`src/rtl/fifo_flow_buf_pkg.sv`:
```
// Shared defaults, pointer-width helper and op encoding for fifo_flow_buf.
// Used by the FIFO core, its memory and ingress/tester instances.
package fifo_flow_buf_pkg;

    localparam int DEF_DATA_SIZE       = 10;
    localparam int DEF_MAIN_SIZE       = 8;
    localparam int DEF_ALMOST_FULL_TH  = 6;
    localparam int DEF_ALMOST_EMPTY_TH = 2;

    typedef enum logic [1:0] {
        OP_IDLE = 2'b00,
        OP_WR   = 2'b01,
        OP_RD   = 2'b10,
        OP_RW   = 2'b11
    } fifo_op_e;

    function automatic int fifo_clog2(input int n);
        return $clog2(n);
    endfunction

endpackage

```
`src/rtl/fifo_mem_dp.sv`:
```
// MAIN_SIZE x DATA_SIZE storage, one synchronous write port.
// Read port registered by default, combinational under FIFO_FWFT_EN.
module fifo_mem_dp
    import fifo_flow_buf_pkg::*;
#(
    parameter int DW    = DEF_DATA_SIZE,
    parameter int DEPTH = DEF_MAIN_SIZE,
    parameter int AW    = fifo_clog2(DEPTH)
) (
    input  logic          i_clk,
    input  logic          i_rst,
    input  logic          i_we,
    input  logic [AW-1:0] i_waddr,
    input  logic [DW-1:0] i_wdata,
    input  logic          i_re,
    input  logic [AW-1:0] i_raddr,
    output logic [DW-1:0] o_rdata
);

    logic [DW-1:0] r_mem [DEPTH];

    always_ff @(posedge i_clk) begin
        if (i_we) begin
            r_mem[i_waddr] <= i_wdata;
        end
    end

`ifdef FIFO_FWFT_EN
    logic w_unused;
    assign w_unused = &{1'b0, i_re, i_rst};
    assign o_rdata  = r_mem[i_raddr];
`else
    logic [DW-1:0] r_rdata;

    // Old contents win when a full FIFO reads and writes the same slot.
    always_ff @(posedge i_clk) begin
        if (i_rst) begin
            r_rdata <= '0;
        end else if (i_re) begin
            r_rdata <= r_mem[i_raddr];
        end
    end

    assign o_rdata = r_rdata;
`endif

endmodule

```
`src/rtl/fifo_flow_buf.sv`:
```
// Synchronous FIFO with watermark, pause and sticky error flags.
// Define FIFO_FWFT_EN for first-word-fall-through output.
module fifo_flow_buf
    import fifo_flow_buf_pkg::*;
#(
    parameter int DATA_SIZE       = DEF_DATA_SIZE,
    parameter int MAIN_SIZE       = DEF_MAIN_SIZE,
    parameter int ALMOST_FULL_TH  = DEF_ALMOST_FULL_TH,
    parameter int ALMOST_EMPTY_TH = DEF_ALMOST_EMPTY_TH
) (
    input  logic                 clk,
    input  logic                 reset,
    input  logic                 write,
    input  logic                 read,
    input  logic [DATA_SIZE-1:0] data_in_push,
    output logic [DATA_SIZE-1:0] data_out_pop,
    output logic                 fifo_empty,
    output logic                 fifo_full,
    output logic                 almost_full,
    output logic                 almost_empty,
    output logic                 fifo_pause,
    output logic                 fifo_error
);

    localparam int PW = fifo_clog2(MAIN_SIZE);
    localparam int CW = PW + 1;

    logic [PW-1:0] r_wr_ptr;
    logic [PW-1:0] r_rd_ptr;
    logic [CW-1:0] r_count;
    logic          r_error;

    logic                 w_rd_acc;
    logic                 w_wr_acc;
    logic                 w_ovf;
    logic                 w_unf;
    fifo_op_e             w_op;
    logic [DATA_SIZE-1:0] w_mem_rdata;

    assign fifo_empty   = (r_count == '0);
    assign fifo_full    = (r_count == CW'(MAIN_SIZE));
    assign almost_full  = (r_count >= CW'(ALMOST_FULL_TH));
    assign almost_empty = (r_count <= CW'(ALMOST_EMPTY_TH));
    assign fifo_pause   = almost_full | fifo_full;
    assign fifo_error   = r_error;

    // A pop on the same edge frees the slot a full FIFO would need.
    assign w_rd_acc = read & ~fifo_empty;
    assign w_wr_acc = write & (~fifo_full | w_rd_acc);
    assign w_ovf    = write & fifo_full & ~read;
    assign w_unf    = read & fifo_empty;
    assign w_op     = fifo_op_e'({w_rd_acc, w_wr_acc});

    always_ff @(posedge clk) begin
        if (reset) begin
            r_wr_ptr <= '0;
            r_rd_ptr <= '0;
            r_count  <= '0;
            r_error  <= 1'b0;
        end else begin
            if (w_wr_acc) begin
                r_wr_ptr <= r_wr_ptr + PW'(1);
            end
            if (w_rd_acc) begin
                r_rd_ptr <= r_rd_ptr + PW'(1);
            end
            unique case (w_op)
                OP_WR:   r_count <= r_count + CW'(1);
                OP_RD:   r_count <= r_count - CW'(1);
                OP_IDLE,
                OP_RW:   r_count <= r_count;
            endcase
            if (w_ovf | w_unf) begin
                r_error <= 1'b1;
            end
        end
    end

    fifo_mem_dp #(
        .DW    (DATA_SIZE),
        .DEPTH (MAIN_SIZE)
    ) u_mem (
        .i_clk   (clk),
        .i_rst   (reset),
        .i_we    (w_wr_acc),
        .i_waddr (r_wr_ptr),
        .i_wdata (data_in_push),
        .i_re    (w_rd_acc),
        .i_raddr (r_rd_ptr),
        .o_rdata (w_mem_rdata)
    );

`ifdef FIFO_FWFT_EN
    assign data_out_pop = fifo_empty ? '0 : w_mem_rdata;
`else
    assign data_out_pop = w_mem_rdata;
`endif

endmodule

```
`config.mk`:
```
export PLATFORM = sky130hd
export DESIGN_NAME = fifo_flow_buf
export DESIGN_NICKNAME = d
export VERILOG_FILES = /design/src/rtl/fifo_flow_buf_pkg.sv /design/src/rtl/fifo_mem_dp.sv /design/src/rtl/fifo_flow_buf.sv
export SDC_FILE = /design/constraint.sdc
export NUM_CORES = 1
export LEC_CHECK = 0
export ABC_CLOCK_PERIOD_IN_PS = 4000
export CORE_MARGIN = 1.5
export CORE_UTILIZATION = 60
export DETAILED_ROUTE_END_ITERATION = 8
export GPL_ROUTABILITY_DRIVEN = 1
export PLACE_DENSITY_LB_ADDON = 0.2
export SYNTH_ARGS = -nofsm -noshare
export SYNTH_HDL_FRONTEND = slang
export SYNTH_SLANG_ARGS = --single-unit
```
`constraint.sdc`:
```
create_clock -name clk -period 4 [get_ports clk]
set_input_delay 0.6 -clock clk [delete_from_list [all_inputs] [get_ports clk]]
set_output_delay 0.6 -clock clk [all_outputs]
set_load 0.1 [all_outputs]
```
==> key figures, run 1 <==
Synth
  • Top post-synthesis cells by count: edfxtp_1 (80), nor2_1 (24), dfxtp_1 (21)
  • Cells after Synth: 231
  • Mapped Avg Cell Area: 17.4 um^2
  • Count of cell types in the netlist: 38
  • Synth area leaders: edfxtp_1 (60%), mux4_2 (11%), dfxtp_1 (10%)
  • Top cell type's share of synthesized area: 0.598
  • Ys async rst share: 0
  • Warnings from Yosys: 0
  • Largest area contributor in the netlist: edfxtp_1
  • Main flop type after synthesis: edfxtp_1
  • Yosys reg bits: a little over 100
  • Most frequent cell after synthesis: edfxtp_1
  • Post-Syn Nets: 250
  • EDFF count, synth: 80
  • Sequential fraction of the synthesis area: 0.702
  • Cell Area, Synth: 0.00402 mm^2

Worst setup path
  • Worst path cell trace: or3_4, nor2_1, clkdlybuf4s50_1
  • Critical path origin: r_count[1]
  • CP Class: reg2out
  • Reg2Reg Launch Point: r_count[1]
  • WP data required: 3400 ps
  • Crit-path max FO: 11
  • Setup crit end kind: output pin
  • Element type at the critical path start: flip-flop
  • Arrival time at the worst endpoint: 2450 ps
  • Slowest cell on the critical path: clkdlybuf4s50_1
  • Reg2reg path depth: 6
  • Crit-path max cell delay: 1130 ps

Floorplan
  • # rows: 29
  • DIE WIDTH: 84.9 um
  • Die area: 0.00720 mm^2
  • DIE HEIGHT: 84.9 um
  • Initial core utilization: 0.626
  • Core Area: 0.00642 mm^2
  • Io pins: 30

CTS
  • Max Root-Sink Buffers: 2
  • CTS tree: built
  • Worst skew pair latency: 360 ps
  • # H-tree levels: 3
  • Gates resized, CTS repair: 0
  • Count of hold-fix buffers inserted at cts: 0
  • Clk root buf: clkbuf_8
  • TritonCTS buffer count: 9
  • # Post-CTS Setup Buffers: 0
  • Reg clk slew, reported paths: about 90 ps
  • Clock sinks: 101

GRT
  • Largest net degree at the start of global routing: 23
  • Global Route Usage Sum: 0.215
  • First-pass GRT wire length: 11.1 mm
  • Number of global-route vias before repair: 2129
  • Initial antenna violation count: 0
  • Total grt overflow: 0

Timing
  • Measured slew at the worst slew-check pin: roughly 1000 ps
  • RSZ-0062 raised after global routing: no
  • Fin crit period: 3050 ps
  • Clock skew: between 15 and 20 ps
  • Final hold viol count: 0
  • Crit share post-route: 0.763
  • Max-slew violations: 0
  • Fmax: 328 MHz
  • Setup violators final: 0
  • Final TNS setup: 0 ps
  • Max-slew headroom: 0.303

Placed design
  • Placed Cells incl. Taps: 339
  • HPWL after detailed placement: 4.63 mm
  • IO Port Bufs: 29
  • Placer Congestion: 0.703

Drt
  • Antenna-violating nets left: 0
  • DR iter-0 viols: 142
  • DR vias: 2129
  • Routed wire length: roughly 6.9 mm
  • Drc violations: 2
  • Via/cell ratio: 6.00
  • Pre-antenna DRT Iters: 6
  • WL/cell: 19.5 um

Power
  • VDD IR max: 449 uV
  • Power per cell area: 719 mW/mm^2
  • P_leak: 1.55 nW

Cells and area
  • Layout cell share with drive strength beyond 1: 0.241
  • Fin cells: 355
  • Area Overhead vs Synth: 15.3%
  • # nets final: 292
  • ANT cells: 0

Status
  • Outcome: finished, violations left
  • Failing checks: design-rule violations

Min path
  • Min-delay worst type: reg2reg
  • Hold path start: fifo_error
  • WHS Path Cells: 2

Run
  • Max-Cap Viols: 0
-- logic make-up after synthesis --
group / after synthesis / synth area share
AOI/OAI and AO/OA: 23 / 0.0402
xor gates and xnor gates: 7 / 0.0153
adders and majority gates: 5 / 0.0156
buffers and inverters: 13 / 0.0202
DFF: 101 / 0.702
muxes: 25 / 0.125
and+or+nand+nor: 57 / 0.0819
-- flip-flops by register name (all words and copies together) (netlist names) --
| name | count |
|---|---|
| fifo_error | 1 |
| r_count | 4 |
| r_rd_ptr | 3 |
| u_mem.o_rdata | 10 |
| u_mem.r_mem | 80 |
| r_wr_ptr | 3 |
-- metal layers --
metal	up-vias	wire length (um)	GRT usage	share of wire
met3	4	335	0.0623	0.048
met5	-	0	0	0
li1	983	-	-	-
met1	1079	2900	0.278	0.42
met4	0	61	0.0715	0.0088
met2	63	3620	0.354	0.52
-- layout by cell type (no fill, tap or decap), types with 2 or more instances in the layout --
| master | count |
|---|---|
| xor2_1 | 5 |
| nor2b_1 | 4 |
| dfxtp_1 | 21 |
| inv_6 | 2 |
| clkbuf_8 | 9 |
| buf_4 | 14 |
| ha_1 | 5 |
| nand2_1 | 3 |
| clkinv_4 | 2 |
| o22ai_1 | 10 |
| nor3_2 | 10 |
| edfxtp_1 | 80 |
| nor2_1 | 24 |
| nand2b_1 | 3 |
| clkinv_1 | 2 |
| nor3_1 | 5 |
| mux4_2 | 20 |
| mux2i_1 | 4 |
| a21oi_1 | 4 |
| clkdlybuf4s50_1 | 29 |
| xnor2_1 | 2 |
-- per-stage QoR --
step                      utilization  hold slack, ps  worst slack (ps)  cell area, um^2  power (mW)
after floorplan                     -             511               697             4020        2.45
after detailed placement        0.691             469               934             4440        2.73
after CTS                       0.722             492               928             4640        3.36
after global placement          0.691             447               991             4440        2.71
final                           0.722             494               948             4640        3.33
after global routing            0.722             542               864             4640        3.48
-- cell type report --
class | instances | area, um^2
sequential | 101 | 2820
fill | 398 | 1790
multi-input combinational | 117 | 1120
timing repair buffer | 43 | 395
clock buffer | 9 | 124
tap | 77 | 96.3
clock inverter | 7 | 72.6
inverter | 1 | 3.75
-- critical path: cells and delay by family, from the launching register on --
family / cells / cell delay (ps)
AND/OR/NAND/NOR: 2 / 540
flip-flops: 1 / 420
buffers and inverters: 1 / 1130
-- worst paths after layout --
kind,slack (ps),endpoint
worst max-delay path,950,fifo_empty
worst min register to register,490,fifo_error
worst max register to register,1360,r_count[3]
worst min-delay path,490,fifo_error
-- where the power goes --
part           internal (mW)  switching, mW  total [mW]
Combinational          0.412          0.937        1.35
Clock                  0.292          0.347       0.638
Sequential              1.25         0.0994        1.35
Total                   1.95           1.38        3.33
Note: power is estimated with default switching activity, not from simulation.
==> run 2, diff against run 1 <==
--- a/config.mk
+++ b/config.mk
@@ -5,9 +5,9 @@
 export SDC_FILE = /design/constraint.sdc
 export NUM_CORES = 1
 export LEC_CHECK = 0
-export ABC_CLOCK_PERIOD_IN_PS = 4000
+export ABC_CLOCK_PERIOD_IN_PS = 2800
 export CORE_MARGIN = 1.5
-export CORE_UTILIZATION = 60
+export CORE_UTILIZATION = 52
 export DETAILED_ROUTE_END_ITERATION = 8
 export GPL_ROUTABILITY_DRIVEN = 1
 export PLACE_DENSITY_LB_ADDON = 0.2
==> constraint.sdc (replaced) <==
create_clock -name clk -period 2.8 [get_ports clk]
set_input_delay 0.42 -clock clk [delete_from_list [all_inputs] [get_ports clk]]
set_output_delay 0.42 -clock clk [all_outputs]
set_load 0.1 [all_outputs]
==> run 2 against run 1 <==
Net effect:
- the flow now finishes without violations
- highest routed layer unchanged
- sequential cell count stayed put
- first-iteration DRC count is 1.4% higher
- die area is 15% higher
- largest cell class unchanged
==> key figures, run 2 (synthesized netlist as in run 1, its figures left out) <==
Drt
  • Antenna-violating nets left: 0 (unchanged)
  • Drc violations: 0 (-2)
  • Pre-antenna DRT Iters: 4 (-2)
  • DR vias: 2069 (-2.8%)
  • Routed wire length: 6.92 mm (+0.17%)
  • Via/cell ratio: 5.49 (-8.5%)
  • DR iter-0 viols: 144 (+1.4%)
  • WL/cell: 18.4 um (-5.7%)

Placed design
  • DP Area: 0.00443 mm^2 (-0.17%)
  • HPWL after detailed placement: 4.20 mm (-9.2%)
  • Placed Cells incl. Taps: 361 (+6.5%)
  • IO Port Bufs: 29 (unchanged)
  • Placer Congestion: 0.771 (+9.7%)

CTS
  • CTS tree: built
  • Clk root buf: clkbuf_8
  • # Post-CTS Setup Buffers: 0 (unchanged)
  • Gates resized, CTS repair: 0 (unchanged)
  • Max Root-Sink Buffers: 2 (unchanged)
  • TritonCTS buffer count: 9 (unchanged)
  • Count of hold-fix buffers inserted at cts: 0 (unchanged)
  • Reg clk slew, reported paths: 90 ps (about the same)
  • Worst skew pair latency: 350 ps (about the same)
  • Clock sinks: 101 (unchanged)
  • # H-tree levels: 3 (unchanged)

Floorplan
  • Io pins: 30 (unchanged)
  • Die area: 0.00827 mm^2 (+15%)
  • DIE HEIGHT: 90.9 um (+7.2%)
  • DIE WIDTH: 90.9 um (+7.2%)
  • Core Area: 0.00737 mm^2 (+15%)
  • Initial core utilization: 0.546 (-0.0804)
  • # rows: 31 (+6.9%)

Worst setup path
  • Arrival time at the worst endpoint: 2660 ps (+210 ps)
  • CP Class: reg2reg
  • Setup crit end kind: flip-flop
  • Crit-path max FO: 11 (unchanged)
  • WP data required: 3070 ps (-330 ps)
  • R2r setup slk: 410 ps (-950 ps)
  • Element type at the critical path start: flip-flop

Cells and area
  • Largest Register: u_mem.r_mem
  • Fillers: 563 (+41%)
  • Most frequent cells in the layout: edfxtp_1 (80), buf_4 (30), nor2_1 (24)
  • Fin area: 0.00460 mm^2 (-0.81%)
  • Seq. cell area: 0.00282 mm^2 (unchanged)
  • Layout cell share with drive strength beyond 1: 0.302 (+0.0612)
  • Most common cell after layout, fill and taps aside: edfxtp_1
  • Fin cells: 377 (+6.2%)
  • ANT cells: 0 (unchanged)
  • # nets final: 292 (unchanged)
  • Area Overhead vs Synth: 14.4%
  • Max reg flops: 80 (unchanged)
  • Multi-input gate area: 0.00113 mm^2 (+0.45%)

Timing
  • RSZ-0062 raised after global routing: no
  • Max-slew violations: 0 (unchanged)
  • Setup violators final: 0 (unchanged)
  • Fmax: 418 MHz
  • Fin crit period: 2390 ps
  • Final hold viol count: 0 (unchanged)
  • Clock skew: 7.86 ps (-8.96 ps)
  • Final hold slack: 474 ps (-20.1 ps)
  • Final TNS setup: 0 ps (unchanged)
  • Max-slew headroom: 0.647 (+0.344)
  • Measured slew at the worst slew-check pin: 527 ps (-517 ps)
  • Crit share post-route: 0.854

GRT
  • Initial antenna violation count: 0 (unchanged)
  • Largest net degree at the start of global routing: 23 (unchanged)
  • Global Route Usage Sum: 0.184 (-0.0303)
  • Total grt overflow: 0 (unchanged)
  • First-pass GRT wire length: 11.2 mm (+1.2%)
  • Number of global-route vias before repair: 2093 (-1.7%)

Run
  • Max-Cap Viols: 0 (unchanged)

Power
  • P_leak: 1.56 nW (+0.64%)
  • Power per cell area: 1000 mW/mm^2 (+39%)
  • VDD IR max: 461 uV (+2.8%)
  • Pwr Total: 4.61 mW (+38%)

Min path
  • Min-delay worst type: reg2reg

Status
  • Outcome: completed
-- run 2: report_power, final --
part | internal (mW) | leakage (nW) | switching [mW]
Clock | 0.322 | 0.0841 | 0.464
Sequential | 1.78 | 0.899 | 0.131
Combinational | 0.558 | 0.573 | 1.35
Total | 2.66 | 1.56 | 1.95
-- run 2: final timing paths --
check | to | start | cells after the start
worst min-delay path | fifo_error | fifo_error | 2
worst min register to register | fifo_error | fifo_error | 2
worst max-delay path | r_count[2] | r_count[3] | 8
worst max register to register | r_count[2] | r_count[3] | 8
-- run 2: critical path: stages, from the launching register on --
cell and delay (ps):
dfxtp_1 420, o41a_1 550, ha_1 300, xor2_1 160
ha_1 190, a21oi_1 140, xor2_1 90, or3_1 320
a21oi_1 150
-- run 2: routing by layer --
| metal | global-route usage | routed length (um) | share of wire | up-vias |
|---|---|---|---|---|
| met4 | 0.0547 | 66 | 0.0095 | 0 |
| met5 | 0 | 0 | 0 | - |
| li1 | - | - | - | 984 |
| met2 | 0.294 | 3460 | 0.50 | 35 |
| met1 | 0.256 | 3190 | 0.46 | 1043 |
| met3 | 0.0412 | 210 | 0.030 | 7 |
-- run 2: per-stage QoR --
stage	util	worst slack, ps
global placement	0.602	218
finish	0.624	410
global route	0.624	247
CTS	0.624	390
floorplan	-	288
detailed placement	0.602	175
-- run 2: layout make-up --
cell class,instances,area share
Timing Repair Buffer,43,0.0773
Inverter,1,0.000816
Multi-Input combinational cell,117,0.245
Clock buffer,10,0.0277
Clock inverter,6,0.00843
Tap cell,99,0.0269
Sequential cell,101,0.614
==> run 3, diff against run 2 <==
--- a/config.mk
+++ b/config.mk
@@ -8,6 +8,7 @@
 export ABC_CLOCK_PERIOD_IN_PS = 2800
 export CORE_MARGIN = 1.5
 export CORE_UTILIZATION = 52
+export CTS_CLUSTER_DIAMETER = 150
 export DETAILED_ROUTE_END_ITERATION = 8
 export GPL_ROUTABILITY_DRIVEN = 1
 export PLACE_DENSITY_LB_ADDON = 0.2
==> results of run 3 <==
The final DEF is identical to that of run 2; final timing and power are the same.
